## config.mk

```make
export PLATFORM = sky130hd
export DESIGN_NAME = selector41_arbiter
export DESIGN_NICKNAME = d
export VERILOG_FILES = /design/src/rtl/selector41_arbiter.sv
export SDC_FILE = /design/constraint.sdc
export NUM_CORES = 1
export LEC_CHECK = 0
export ABC_AREA = 1
export BUFFER_PORTS_ARGS = -buffer_cell sky130_fd_sc_hd__buf_2
export CAP_MARGIN = 15
export CORE_ASPECT_RATIO = 0.6
export CORE_MARGIN = 8
export CORE_UTILIZATION = 55
export CTS_BUF_LIST = sky130_fd_sc_hd__clkbuf_8
export DETAILED_ROUTE_END_ITERATION = 6
export PLACE_DENSITY_LB_ADDON = 0.2
export SKIP_LAST_GASP = 1
export SLEW_MARGIN = 20
export SYNTH_ARGS = -nofsm -noshare
export SYNTH_HDL_FRONTEND = slang
export SYNTH_SLANG_ARGS = --single-unit
export TNS_END_PERCENT = 100
```

## constraint.sdc

```tcl
create_clock -name iClk -period 4.2 [get_ports iClk]
set_clock_uncertainty 0.1 [all_clocks]
set_input_delay 0.42 -clock iClk [delete_from_list [all_inputs] [get_ports iClk]]
set_output_delay 0.42 -clock iClk [all_outputs]
set_load 0.005 [all_outputs]
```

## src/rtl/selector41_arbiter.sv

```systemverilog
// Round-robin arbiter sharing one 4-bit 4:1 selector among four requesters.
// Grant and select lines are registered. oZ is combinational from the select lines.
module selector41_arbiter #(
  parameter int MAX_HOLD = 4
) (
  input  logic       iClk,
  input  logic       iRst_n,
  input  logic [3:0] iReq,
  input  logic [3:0] iC0,
  input  logic [3:0] iC1,
  input  logic [3:0] iC2,
  input  logic [3:0] iC3,
  output logic [3:0] oGnt,
  output logic       oS1,
  output logic       oS0,
  output logic [3:0] oZ,
  output logic       oValid
);

  typedef enum logic {IDLE, GRANT} state_t;

  localparam logic [2:0] HoldMax = 3'(MAX_HOLD);

  state_t     state, stateNxt;
  logic [1:0] owner, ownerNxt;
  logic [1:0] ptr, ptrNxt;
  logic [2:0] cnt, cntNxt;
  logic [3:0] gntNxt;
  logic [1:0] ownerInc;
  logic [3:0] others;

  // First requester at or after start, wrapping modulo 4.
  function automatic logic [1:0] pick(input logic [3:0] req, input logic [1:0] start);
    logic [1:0] idx;
    logic [1:0] res;
    logic       found;
    res   = start;
    found = 1'b0;
    for (int i = 0; i < 4; i++) begin
      idx = start + 2'(i);
      if (!found && req[idx]) begin
        res   = idx;
        found = 1'b1;
      end
    end
    return res;
  endfunction

  always_comb begin
    stateNxt = state;
    ownerNxt = owner;
    ptrNxt   = ptr;
    cntNxt   = cnt;
    ownerInc = owner + 2'd1;
    others   = iReq & ~(4'b0001 << owner);
    case (state)
      IDLE: begin
        if (|iReq) begin
          stateNxt = GRANT;
          ownerNxt = pick(iReq, ptr);
          cntNxt   = 3'd1;
        end
      end
      GRANT: begin
        if (!iReq[owner]) begin
          ptrNxt = ownerInc;
          if (|iReq) begin
            ownerNxt = pick(iReq, ownerInc);
            cntNxt   = 3'd1;
          end else begin
            stateNxt = IDLE;
          end
        end else if (cnt == HoldMax && |others) begin
          // Pre-empt: searching from owner+1 cannot land on owner since another bit is set.
          ptrNxt   = ownerInc;
          ownerNxt = pick(iReq, ownerInc);
          cntNxt   = 3'd1;
        end else if (cnt < HoldMax) begin
          cntNxt = cnt + 3'd1;
        end
      end
    endcase
    gntNxt = (stateNxt == GRANT) ? (4'b0001 << ownerNxt) : 4'b0000;
  end

  always_ff @(posedge iClk or negedge iRst_n) begin
    if (!iRst_n) begin
      state <= IDLE;
      owner <= 2'd0;
      ptr   <= 2'd0;
      cnt   <= 3'd0;
      oGnt  <= 4'b0000;
    end else begin
      state <= stateNxt;
      owner <= ownerNxt;
      ptr   <= ptrNxt;
      cnt   <= cntNxt;
      oGnt  <= gntNxt;
    end
  end

  assign oS1    = owner[1];
  assign oS0    = owner[0];
  assign oValid = |oGnt;

  always_comb begin
    case (owner)
      2'd0:    oZ = iC0;
      2'd1:    oZ = iC1;
      2'd2:    oZ = iC2;
      default: oZ = iC3;
    endcase
  end

endmodule
```

### Word level (Yosys, flattened, before mapping)

Cells that the tools add are included.

| word-level totals | value |
|---|---|
| input port bits | 22 |
| output and inout bits | 11 |
| logic and storage cells | 133 |
| flip-flop bits (word level) | 12 |

| operators by class | value |
|---|---|
| add/sub/neg operators | 8 |
| order comparisons | 10 |
| multiplexer cells | 76 |
| reductions and logical operators | 24 |
| bitwise gates (word level) | 3 |
| shift-type cells | 2 |
| equal/unequal tests | 5 |

Operator list:

| kind | number |
|---|---|
| two-way mux 1 bit | 43 |
| two-way mux 2 bit | 15 |
| < comparator 2 x 3 -> 1 bit (second input constant) | 9 |
| binary-select mux 1 bit (select 2 bit) | 9 |
| two-way mux 3 bit | 4 |
| one-hot mux 4 bit (3 select lines) | 1 |
| OR reduction 4 bit | 3 |
| logical AND 1 bit | 10 |
| logical NOT 1 bit | 9 |
| adder 2 bit (second input constant) | 4 |
| << shifter 1 x 2 -> 4 bit (first input constant) | 2 |
| adder 2 x 1 -> 2 bit (second input constant) | 3 |
| one-hot mux 3 bit (2 select lines) | 1 |
| AND 4 bit | 1 |
| two-way mux 4 bit | 1 |
| != test 4 x 2 -> 1 bit (second input constant) | 1 |
| NOT 4 bit | 1 |
| one-hot mux 2 bit (2 select lines) | 1 |
| adder 3 x 1 -> 3 bit (second input constant) | 1 |
| equality test 3 bit (second input constant) | 1 |
| < comparator 3 bit (second input constant) | 1 |
| equality test 2 x 1 -> 1 bit (second input constant) | 1 |
| equality test 2 bit (second input constant) | 1 |
| logical NOT 2 bit | 1 |
| other kinds (4) | 4 |

### Longest topological paths before layout

Gate-level depths: netlist of run 1.

| logic depth | value |
|---|---|
| word-level depth | 28 |
| depth in mapped cells | 16 |
| gate-level depth less buffers | 16 |

### Least setup slack after synthesis of run 1

No wires, ideal clock.

| path | value |
|---|---|
| path kind | reg2reg |
| start point | register owner[0] |
| end point | register oGnt[3] |
| period minus slack after synthesis | 2.060 ns |
| stages on the path, launching flop included | 17 |
| buffers on the path | 0 |
| setup slack | 2.140 ns |
| arrival time | 1.842 ns |
| data required time | 3.982 ns |
| library setup time | 0.118 ns |
| cell sequence | dfrtp_1 -> inv_2 -> ha_1 -> inv_2 -> nand2_1 -> nand2_1 -> nand2_1 -> nand2_2 -> nand2_2 -> nor2_4 -> nand2_2 -> nand3_1 -> nand2_1 -> nand2_1 -> nand2_1 -> nand2_1 -> nor2_1 |

| between the ends | value |
|---|---|
| longest elaborated chain between the ends | 27 |
| elaborated cells between the ends (all ways) | 69 |
| those cells by class | add/sub (4); shift (2); mux (47); bitwise (2); reduce/logical (14) |

Ends and longest elaborated chain:

| element | RTL line | text |
|---|---|---|
| start: declaration | 25 | `logic [1:0] owner, ownerNxt;` |
| start signal: assignment | 95 | `owner <= ownerNxt;` |
| adder 2 x 1 -> 2 bit (*) | 54 | `ownerInc = owner + 2'd1;` |
| net ownerInc[0] | 29 | `logic [1:0] ownerInc;` |
| binary-select mux 1 bit (select 2 bit) | 41 | `if (!found && req[idx]) begin` |
| two-way mux 1 bit (implied by the code) | 41 |  |
| two-way mux 1 bit | 41 |  |
| two-way mux 1 bit, on equally long branches | 67, 73 |  |
| two-way mux 1 bit | 65 | `if (!iReq[owner]) begin` |
| two-way mux 1 bit | 56 | `case (state)` |
| [... 13 more ...] | n/a |  |
| logical AND 1 bit | 41 |  |
| two-way mux 2 bit | 41 |  |
| two-way mux 2 bit, on equally long branches | 67, 73 |  |
| two-way mux 2 bit (*) | 65 |  |
| one-hot mux 2 bit (2 select lines) (*) | 56 |  |
| << shifter 1 x 2 -> 4 bit (*) | 83 | `gntNxt = (stateNxt == GRANT) ? (4'b0001 << ownerNxt) : 4'b0000;` |
| two-way mux 4 bit (*) | 83 |  |
| net gntNxt[3] | 28 | `logic [3:0] gntNxt;` |
| end signal: assignment | 98 | `oGnt <= gntNxt;` |
| end: declaration | 13 | `output logic [3:0] oGnt,` |

The timed path passes the listed nets; every way through them passes the cells marked *. The select of a mux whose other input is x is not followed.
A chain may end at the register's enable or synchronous reset.

### Final worst setup path of run 1

| path | value |
|---|---|
| start point | register owner[0] |
| end point | register oGnt[1] |

The elaborated chain is that of the path after synthesis.

==> results of run 1 <==
-- kinds of logic (layout without fill, tap and decap cells) --
kind of cell	after synthesis	count (layout)
simple gates	142	142
compound gates	24	24
fa+ha+maj	6	6
buf+inv	23	57
flops	12	12
-- per-layer routing --
layer | global-route usage, % | up-vias | part of all wire (%)
met4 | 2.74 | 0 | 1.1
met1 | 25.3 | 614 | 51
met3 | 6.25 | 6 | 11
met5 | 0 | - | 0
met2 | 22.8 | 69 | 37
li1 | - | 735 | -
-- what timing repair did --
action,CTS,global route
hold buffers,1,0
setup buffers,0,0
endpoints found under the hold margin,12,0
-- synth_stat cells, drive strengths merged --
library cell	n	share of area, %
or4	1	0.59
inv	20	5.9
clkbuf	1	0.39
o22ai	1	0.49
ha	6	5.9
nand2	106	34
o21ai	13	5.4
dfrtp	12	24
o21bai	1	0.59
nor2	9	5.1
nand4	4	2.5
nand3	22	9.4
a21oi	5	2.0
a22o	4	2.8
buf	2	1.5
-- cell type report --
type,instances,area (um2)
Clock buffer,4,55.1
Fill cell,196,667
Inverter,20,75.1
Multi-Input combinational cell,172,875
Sequential cell,12,300
Tap cell,30,37.5
Timing Repair Buffer,33,170
-- stage by stage --
step / worst slack, ns / utilization (%) / total power [mW] / hold slack [ns] / instance area (um2)
3_3_place_gp: 1.68 / 66.4 / 1.21 / 0.205 / 1450
5_1_grt: 1.33 / 69.4 / 1.53 / 0.450 / 1510
4_1_cts: 1.62 / 69.4 / 1.36 / 0.417 / 1510
2_1_floorplan: 2.14 / - / 1.01 / 0.0244 / 1270
6_report: 1.59 / 69.4 / 1.36 / 0.416 / 1510
3_5_place_dp: 1.63 / 66.4 / 1.22 / 0.209 / 1450
-- worst max path at each step --
stage | depth (start not counted) | to | slack (ns)
after global routing | 14 | oGnt[2]$_DFF_PN0_ | 1.33
after floorplan | 16 | oGnt[3]$_DFF_PN0_ | 2.14
after global placement | 15 | oGnt[1]$_DFF_PN0_ | 1.68
final | 15 | oGnt[1]$_DFF_PN0_ | 1.59
after CTS | 15 | oGnt[1]$_DFF_PN0_ | 1.62
after detailed placement | 15 | oGnt[1]$_DFF_PN0_ | 1.63
-- registers in the layout (all words and copies together) (netlist names) --
register	flops
cnt	3
ptr	2
oGnt	4
state	1
owner	2
-- cell usage in the layout, fill, tap and decap left out, types with 5 or more instances in the layout --
cell | synthesis | routed
a21oi_1 | 5 | 5
ha_1 | 6 | 6
nand2_1 | 94 | 94
nand2_2 | 11 | 11
inv_2 | 5 | 5
nand3_1 | 20 | 20
o21ai_0 | 12 | 12
inv_1 | 15 | 15
buf_2 | 0 | 32
dfrtp_1 | 12 | 12
nor2_1 | 6 | 6
-- worst max-delay path: cells and delay by family, from the launching register on --
kind / cells / cell delay, ns
adders and majority gates: 1 / 0.43
buffers and inverters: 2 / 0.33
and+or+nand+nor: 12 / 1.03
DFF: 1 / 0.63
-- power groups by stage --
stage | combinational, mW | clock, mW | sequential [mW]
final | 0.997 | 0.127 | 0.241
after global routing | 1.14 | 0.137 | 0.250
after CTS | 0.991 | 0.129 | 0.238
after detailed placement | 0.987 | 0 | 0.238
after global placement | 0.975 | 0 | 0.238
after floorplan | 0.799 | 0 | 0.208
==> summary.md, run 1 <==
| Metric | Value |
|---|---|
| Ratio of cells with drive above 1 in the final layout | 24.9% |
| Slew @ Worst Pin | 0.480 ns |
| GPL Wtd Cong | 0.870 |
| Crit end category | flop |
| CP max stage delay | 0.63 ns |
| Reg-to-Reg End | oGnt[1]$_DFF_PN0_ |
| Slew Limit Fails | 0 |
| Min-Delay Endpoint | cnt[1]$_DFFE_PN0P_ |
| GRT overflow | 0 |
| Avg Synthesized Cell Area | 6.15 um2 |
| DRT Pass-1 Iters | 4 |
| H-tree depth | 1 |
| Crit path launch type | flop |
| Post-synthesis xor/xnor area fraction | 0% |
| Static leakage | 0.896 nW |
| Relative slew slack | 68.0% |
| Die height | 53.3 um |
| Detailed Route Iter0 Violations | 150 |
| Num ports | 33 |
| Mux cell area share after synthesis | 0% |
| Status | complete, no violations |
| Number of global-route vias before repair | 1,203 |
| Die area | 4160 um2 |
| Netlist Area Pre-Place | 1270 um2 |
| DRC Markers | 0 |
| Vias/cell | 5.25 |
| Post-Synthesis Cells | 207 |
| Worst Path Arrival | 2.68 ns |
| Largest net degree at the start of global routing | 16 |
| CTS Sinks | 12 |
| DP Wirelength | 2700 um |
| Post-synthesis compound-gate area fraction | 11.2% |
| Clock Tree Root | clkbuf_8 |
| Crit Path Category | flop to flop |
| Final ANT Viol Nets | 0 |
| Num CTS Buffers | 3 |
| CTS tree | yes |
| Clock Latency Late Sink | 0.25 ns |
| Min-Delay Path Class | flop to flop |
| CP Max Fanout | 15 |
| Worst r2r src | owner[0]$_DFF_PN0_ |
| Non-filler cells, final | 271 |
| Fmax | 383 MHz |
| Gates resized, CTS repair | 0 |
| Hold Path Origin | cnt[1]$_DFFE_PN0P_ |
| R2r setup slk | 1.59 ns |
| Max clock buf depth | 2 |
| Yosys cell types | 24 |
| Sw Ratio | 55.5% |
| Mapped Nets | 235 |
| Initial Utilization | 58.4% |
| Cells after DPL | 266 |
| Area Growth Syn to Fin | 18.8% |
| Avg WL per Cell | 12.4 um |
| Clock transition at the registers of the reported paths | 0.06 ns |
| Standard-cell row count | 13 |
| Net Sw Power | 0.757 mW |
| Port Buffers | 32 |
| GRT Total Usage | 17.2% |
| Most used cell, CP | nand2_2 |
| VDD IR max | 597 uV |
| Slowest cell on the critical path | dfrtp_1 |
| Yosys warnings | 0 |
| Largest family of logic cells by synthesized area | simple AND/OR/NAND/NOR gates |
| Hold Fails Final Rpt | 0 |
| Total number of vias | 1,424 |
| Final Setup Violations | 0 |
| Minimum clock period | 2.61 ns |
| Internal power | 0.607 mW |
| Core area | 2180 um2 |
| Clk pwr share | 9.3% |
| Die extent in x | 78.1 um |
| Initial antenna violation count | 0 |
| Reg2Reg Depth | 15 |
| Hold path depth | 2 |
| Seq/Total Area, Yosys | 23.6% |
| Final #Nets | 270 |
| Routed WL | 3350 um |
| First-pass GRT wire length | 5730 um |
| Setup_tns | 0 ns |
| Cell breakdown of the critical path | inv_2 -> ha_1 -> inv_2 -> nand2_1 -> nand2_1 -> nand2_1 -> nand2_2 -> nand2_2 -> nor2_4 -> nand2_2 -> nand3_1 -> nand3_1 -> nand3_2 -> nand2_2 -> nor2_1 |
| Simple-gate portion of the synthesized area | 51.6% |
| Combinational share of power | 73.0% |
| Sequential Power Share | 17.6% |
| Synth Register Bits | 12 |
| RSZ-0062 raised after global routing | no |
| CP startpoint | owner[0]$_DFF_PN0_ |
| Max Cap Viol | 0 |
| Post-synthesis adder-cell area fraction | 5.89% |
| CP required | 4.27 ns |
| PwrDens | 902 nW/um2 |
| Tcrit/Tclk final | 62.1% |
| Diodes inserted | 0 |
No activity file was read; power rests on OpenSTA's default activity.
==> run 2, diff against run 1 <==
--- a/config.mk
+++ b/config.mk
@@ -5,12 +5,11 @@
 export SDC_FILE = /design/constraint.sdc
 export NUM_CORES = 1
 export LEC_CHECK = 0
-export ABC_AREA = 1
+export ABC_AREA = 0
 export BUFFER_PORTS_ARGS = -buffer_cell sky130_fd_sc_hd__buf_2
 export CAP_MARGIN = 15
-export CORE_ASPECT_RATIO = 0.6
 export CORE_MARGIN = 8
-export CORE_UTILIZATION = 55
+export CORE_UTILIZATION = 52
 export CTS_BUF_LIST = sky130_fd_sc_hd__clkbuf_8
 export DETAILED_ROUTE_END_ITERATION = 6
 export PLACE_DENSITY_LB_ADDON = 0.2
==> constraint.sdc (replaced) <==
create_clock -name iClk -period 2.64 [get_ports iClk]
set_clock_uncertainty 0.1 [all_clocks]
set_input_delay 0.264 -clock iClk [delete_from_list [all_inputs] [get_ports iClk]]
set_output_delay 0.264 -clock iClk [all_outputs]
set_load 0.005 [all_outputs]
==> summary.md, run 2 <==
| Metric | Value |
|---|---|
| Synth cell count leaders | dfrtp_1, inv_1 |
| Fmax | 421 MHz |
| Netlist Area Pre-Place | 1030 um2 |
| Minimum clock period | 2.37 ns |
| Top-area cell type share of the netlist area | 29.1% |
| # hold bufs at CTS | 1 |
| Initial antenna violation count | 0 |
| Max Cap Viol | 0 |
| Hold Fails Final Rpt | 0 |
| Avg WL per Cell | 15.7 um |
| Final Instance Area | 1260 um2 |
| Number of flops mapped to enable cells by yosys | 0 |
| VDD IR max | 743 uV |
| GPL Wtd Cong | 0.867 |
| Worst r2r src | owner[1]$_DFF_PN0_ |
| Final ANT Viol Nets | 0 |
| Core area | 1920 um2 |
| Synth area leader | dfrtp_1 |
| Detailed Route Iter0 Violations | 47 |
| Reg2Reg Depth | 7 |
| Largest registers | oGnt x4, cnt x3 |
| Crit end category | flop |
| Max clock buf depth | 2 |
| Seq/Total Area, Yosys | 29.1% |
| Final #Nets | 173 |
| Area Growth Syn to Fin | 22.1% |
| Setup Fix Bufs, Post-CTS | 0 |
| Gates resized, CTS repair | 0 |
| Area contributors post-synth | dfrtp_1, ha_1, mux2i_1 |
| CP required | 2.65 ns |
| Number of flip-flops in the largest register | 4 |
| Primary FF master, synth | dfrtp_1 |
| GRT Total Usage | 15.9% |
| PwrDens | 1090 nW/um2 |
| Non-filler cells, final | 170 |
| Min-Delay Path Class | input port to async pin |
| Cells after DPL | 166 |
| Tcrit/Tclk final | 89.9% |
| Static leakage | 0.611 nW |
| Total number of vias | 1,012 |
| Mapped Nets | 139 |
| Num CTS Buffers | 3 |
| Most frequent cells in the layout | buf_2, dfrtp_1, inv_1 |
| GRT overflow | 0 |
| DRT Pass-1 Iters | 6 |
| Standard-cell row count | 16 |
| Simple-gate portion of the synthesized area | 19.3% |
| H-tree depth | 1 |
| Synth Register Bits | 12 |
| Fillers | 165 |
| Crit path launch type | flop |
| Worst Hold Slack | 0.314 ns |
| Die area | 3670 um2 |
| Ratio of cells with drive above 1 in the final layout | 33.6% |
| Avg Synthesized Cell Area | 9.30 um2 |
| Worst Path Arrival | 2.38 ns |
| CTS Sinks | 12 |
| Yosys warnings | 0 |
| Slew Limit Fails | 0 |
| DRC Markers | 0 |
| Clock Tree Root | clkbuf_8 |
| Largest family of logic cells by synthesized area | compound AO/OA/AOI/OAI gates |
| Die height | 60.6 um |
| Mux cell area share after synthesis | 10.2% |
| CTS tree | yes |
| CP startpoint | owner[1]$_DFF_PN0_ |
| Post-synthesis compound-gate area fraction | 27.8% |
| Setup_tns | 0 ns |
| Most common library cell in the layout ignoring fill and taps | buf_2 |
| Post-synthesis adder-cell area fraction | 7.27% |
| CP Max Fanout | 7 |
| Number of global-route vias before repair | 1,014 |
| Vias/cell | 5.95 |
| Relative slew slack | 67.1% |
| Final Setup Violations | 0 |
| Port Buffers | 32 |
| Crit Path Category | flop to flop |
| Largest net degree at the start of global routing | 13 |
| Dpl cell area | 1210 um2 |
| Post-synthesis xor/xnor area fraction | 0% |
| Yosys cell types | 43 |
| Die extent in x | 60.6 um |
| Post-Synthesis Cells | 111 |
| Status | complete, no violations |
| Routed WL | 2670 um |
| Num ports | 33 |
| Post-synth ARST share | 100% |
| First-pass GRT wire length | 4470 um |
| Top reg by flops | oGnt |
| Slew @ Worst Pin | 0.490 ns |
| Clock transition at the registers of the reported paths | 0.05 ns |
| Diodes inserted | 0 |
| Most common cell in the netlist | dfrtp_1 |
| Clock Latency Late Sink | 0.24 ns |
| Initial Utilization | 53.7% |
| RSZ-0062 raised after global routing | no |
| DP Wirelength | 2170 um |
==> run 2: layout make-up <==
cell class | count | area (um2) | area share [%]
Clock buffer | 3 | 41.3 | 3.28
Inverter | 11 | 41.3 | 3.28
Multi-Input combinational cell | 83 | 666 | 52.8
Sequential cell | 12 | 300 | 23.8
Tap cell | 27 | 33.8 | 2.68
Timing Repair Buffer | 34 | 178 | 14.1
==> run 2: critical path: stages (launching register included) <==
cell,delay [ns]
dfrtp_1,0.50
inv_1,0.14
ha_1,0.28
nand2b_2,0.21
a41o_1,0.32
a2111oi_2,0.42
a311oi_2,0.11
nor3b_1,0.17
==> run 2: path summary, 6_finish.rpt <==
path	endpoint	slack, ns
setup / recovery	oGnt[2]$_DFF_PN0_	0.27
hold / removal	cnt[1]$_DFFE_PN0P_	0.31
setup reg to reg	oGnt[2]$_DFF_PN0_	0.27
hold reg to reg	cnt[0]$_DFFE_PN0P_	0.44
max in group asynchronous	owner[1]$_DFF_PN0_	1.91
min in group iClk	state$_DFF_PN0_	0.36
==> run 2: metrics by stage <==
| stage | setup slack [ns] | utilization (%) | power (mW) |
|---|---|---|---|
| finish | 0.266 | 65.6 | 1.37 |
| global route | 0.111 | 65.6 | 1.48 |
| CTS | 0.280 | 65.6 | 1.37 |
| detailed placement | 0.288 | 62.9 | 1.19 |
| global placement | 0.342 | 62.9 | 1.17 |
| floorplan | 0.369 | - | 0.940 |
==> run 2: per-layer routing <==
layer	track usage, %	up-vias	part of all wire [%]	routed length [um]
li1	-	479	-	-
met2	28.7	34	52	1390
met3	3.81	3	5.9	158
met4	5.65	0	1.0	27
met1	17.6	496	41	1100
met5	0	-	0	0
==> run 2: power by group <==
| part | switching [mW] | total (mW) | internal [mW] |
|---|---|---|---|
| combinational | 0.433 | 0.847 | 0.414 |
| sequential | 0.0918 | 0.358 | 0.266 |
| clock | 0.0626 | 0.163 | 0.100 |
| total | 0.587 | 1.37 | 0.781 |
==> run 2: kinds of logic (layout without fill, tap and decap cells) <==
family	count (synthesis)	after routing
multiplexers	9	9
buffers and inverters	16	48
AO/OA/AOI/OAI	35	35
adder cells (fa/ha/maj)	6	6
AND/OR/NAND/NOR	33	33
flip-flops	12	12
==> run 3, diff against run 2 <==
--- a/config.mk
+++ b/config.mk
@@ -11,6 +11,7 @@
 export CORE_MARGIN = 8
 export CORE_UTILIZATION = 52
 export CTS_BUF_LIST = sky130_fd_sc_hd__clkbuf_8
+export CTS_CLUSTER_SIZE = 16
 export DETAILED_ROUTE_END_ITERATION = 6
 export PLACE_DENSITY_LB_ADDON = 0.2
 export SKIP_LAST_GASP = 1
==> constraint.sdc (replaced) <==
create_clock -name iClk -period 2.2 [get_ports iClk]
set_clock_uncertainty 0.1 [all_clocks]
set_input_delay 0.22 -clock iClk [delete_from_list [all_inputs] [get_ports iClk]]
set_output_delay 0.22 -clock iClk [all_outputs]
set_load 0.005 [all_outputs]
==> summary.md, run 3 (synthesis gave the netlist of run 2 again) <==
| Metric | Value |
|---|---|
| GPL Wtd Cong | 0.912 |
| Standard-cell row count | 16 |
| Num CTS Buffers | 3 |
| Die extent in x | 60.6 um |
| Area Growth Syn to Fin | 34.8% |
| Diodes inserted | 0 |
| Num ports | 33 |
| Status | complete, no violations |
| Static leakage | 0.659 nW |
| Pre-CTS WS | -0.0660 ns |
| Routed WL | 3030 um |
| DRT Pass-1 Iters | 5 |
| Die area | 3670 um2 |
| Final Instance Area | 1390 um2 |
| Max clock buf depth | 2 |
| CTS tree | yes |
| Crit Path Category | flop to flop |
| Crit path launch type | flop |
| Final #Nets | 182 |
| Initial antenna violation count | 0 |
| DRC Markers | 0 |
| Initial Utilization | 53.7% |
| Cell breakdown of the critical path | inv_2 -> ha_1 -> nand2b_1 -> a41o_1 -> a2111oi_4 -> a311oi_2 -> nor3b_2 |
| Min-Delay Path Class | input port to async pin |
| Final WS setup | 0.0587 ns |
| Cells after DPL | 171 |
| Clock Tree Root | clkbuf_8 |
| CP startpoint | owner[1]$_DFF_PN0_ |
| GRT Total Usage | 16.1% |
| CP Max Fanout | 5 |
| Top reg by flops | oGnt |
| Ratio of cells with drive above 1 in the final layout | 43.1% |
| Max Cap Viol | 0 |
| Fillers | 154 |
| Slew Limit Fails | 0 |
| Slowest cell on the critical path | dfrtp_1 |
| GRT overflow | 0 |
| Crit end category | flop |
| Final ANT Viol Nets | 0 |
| First-pass GRT wire length | 4440 um |
| Most frequent cells in the layout | buf_2, dfrtp_1, buf_4 |
| Port Buffers | 32 |
| Slew @ Worst Pin | 0.418 ns |
| Clock transition at the registers of the reported paths | 0.05 ns |
| Number of global-route vias before repair | 1,007 |
| Vias/cell | 5.88 |
| Total number of vias | 1,058 |
| CP max stage delay | 0.45 ns |
| DP Wirelength | 2240 um |
| CP required | 2.21 ns |
| CP delay by family, top | compound AO/OA/AOI/OAI gates |
| Dpl cell area | 1250 um2 |
| CTS Sinks | 12 |
| Avg WL per Cell | 16.8 um |
| Die height | 60.6 um |
| Bufs and invs on worst path | 1 |
| Worst r2r src | owner[1]$_DFF_PN0_ |
| H-tree depth | 1 |
| Worst Path Arrival | 2.15 ns |
| Hold Fails Final Rpt | 0 |
| Relative slew slack | 71.9% |
| VDD IR max | 994 uV |
| Largest net degree at the start of global routing | 13 |
| Clock Latency Late Sink | 0.24 ns |
| Most common library cell in the layout ignoring fill and taps | buf_2 |
| Minimum clock period | 2.14 ns |
| Number of flip-flops in the largest register | 4 |
| Final Setup Violations | 0 |
| PwrDens | 1370 nW/um2 |
| Core area | 1920 um2 |
| Tcrit/Tclk final | 97.3% |
| Largest registers | oGnt x4, cnt x3 |
| Detailed Route Iter0 Violations | 57 |
| Fmax | 467 MHz |
| Non-filler cells, final | 180 |
==> run 3: cell count changes in the layout (fill, tap and decap cells not counted), sizes merged <==
| cell | before | now |
|---|---|---|
| clkbuf | 3 | 4 |
| buf | 33 | 42 |
==> run 3: routing by layer <==
layer,global-route usage (%),vias to the layer above,routed length (um)
li1,-,501,-
met1,18.6,497,1180
met2,27.6,47,1530
met3,2.75,13,202
met4,8.64,0,114
met5,0,-,0
==> run 3: repair_timing <==
item | CTS | global route
pin swaps | 1 | 6
setup buffers | 0 | 4
setup endpoints to repair | 1 | 7
hold buffers | 1 | 0
endpoints found under the hold margin | 12 | 0
gates resized for setup | 1 | 10
==> run 3: stage by stage <==
| step | setup TNS [ns] | power (mW) | utilization (%) | hold slack, ns |
|---|---|---|---|---|
| global route | -0.0374 | 2.04 | 72.4 | 0.308 |
| floorplan | 0 | 1.14 | - | -0.176 |
| finish | 0 | 1.90 | 72.4 | 0.281 |
| global placement | 0 | 1.46 | 64.8 | 0.00146 |
| detailed placement | -0.0660 | 1.49 | 64.8 | 0.00295 |
| CTS | 0 | 1.75 | 68.5 | 0.275 |
==> run 3: path summary, 6_finish.rpt <==
kind	end	slack, ns	cells after the start
worst max-delay path	oGnt[2]$_DFF_PN0_	0.06	7
worst min-delay path	cnt[2]$_DFFE_PN0P_	0.28	2
worst max register to register	oGnt[2]$_DFF_PN0_	0.06	7
worst min register to register	cnt[0]$_DFFE_PN0P_	0.45	1
max in group asynchronous	oGnt[2]$_DFF_PN0_	1.51	2
min in group iClk	state$_DFF_PN0_	0.33	3
==> run 3: final cells by class <==
class	instances	area (um2)	area share, %
well taps	27	33.8	2.43
clock buffers	4	55.1	3.96
flip-flops and latches	12	300	21.6
multi-input cells	83	716	51.4
inverters	11	41.3	2.97
repair buffers	43	245	17.6
==> run 3: report_power, final <==
part           leakage, nW  internal [mW]  switching (mW)
registers            0.145          0.320           0.101
logic                0.486          0.641           0.606
clock network       0.0288          0.158          0.0778
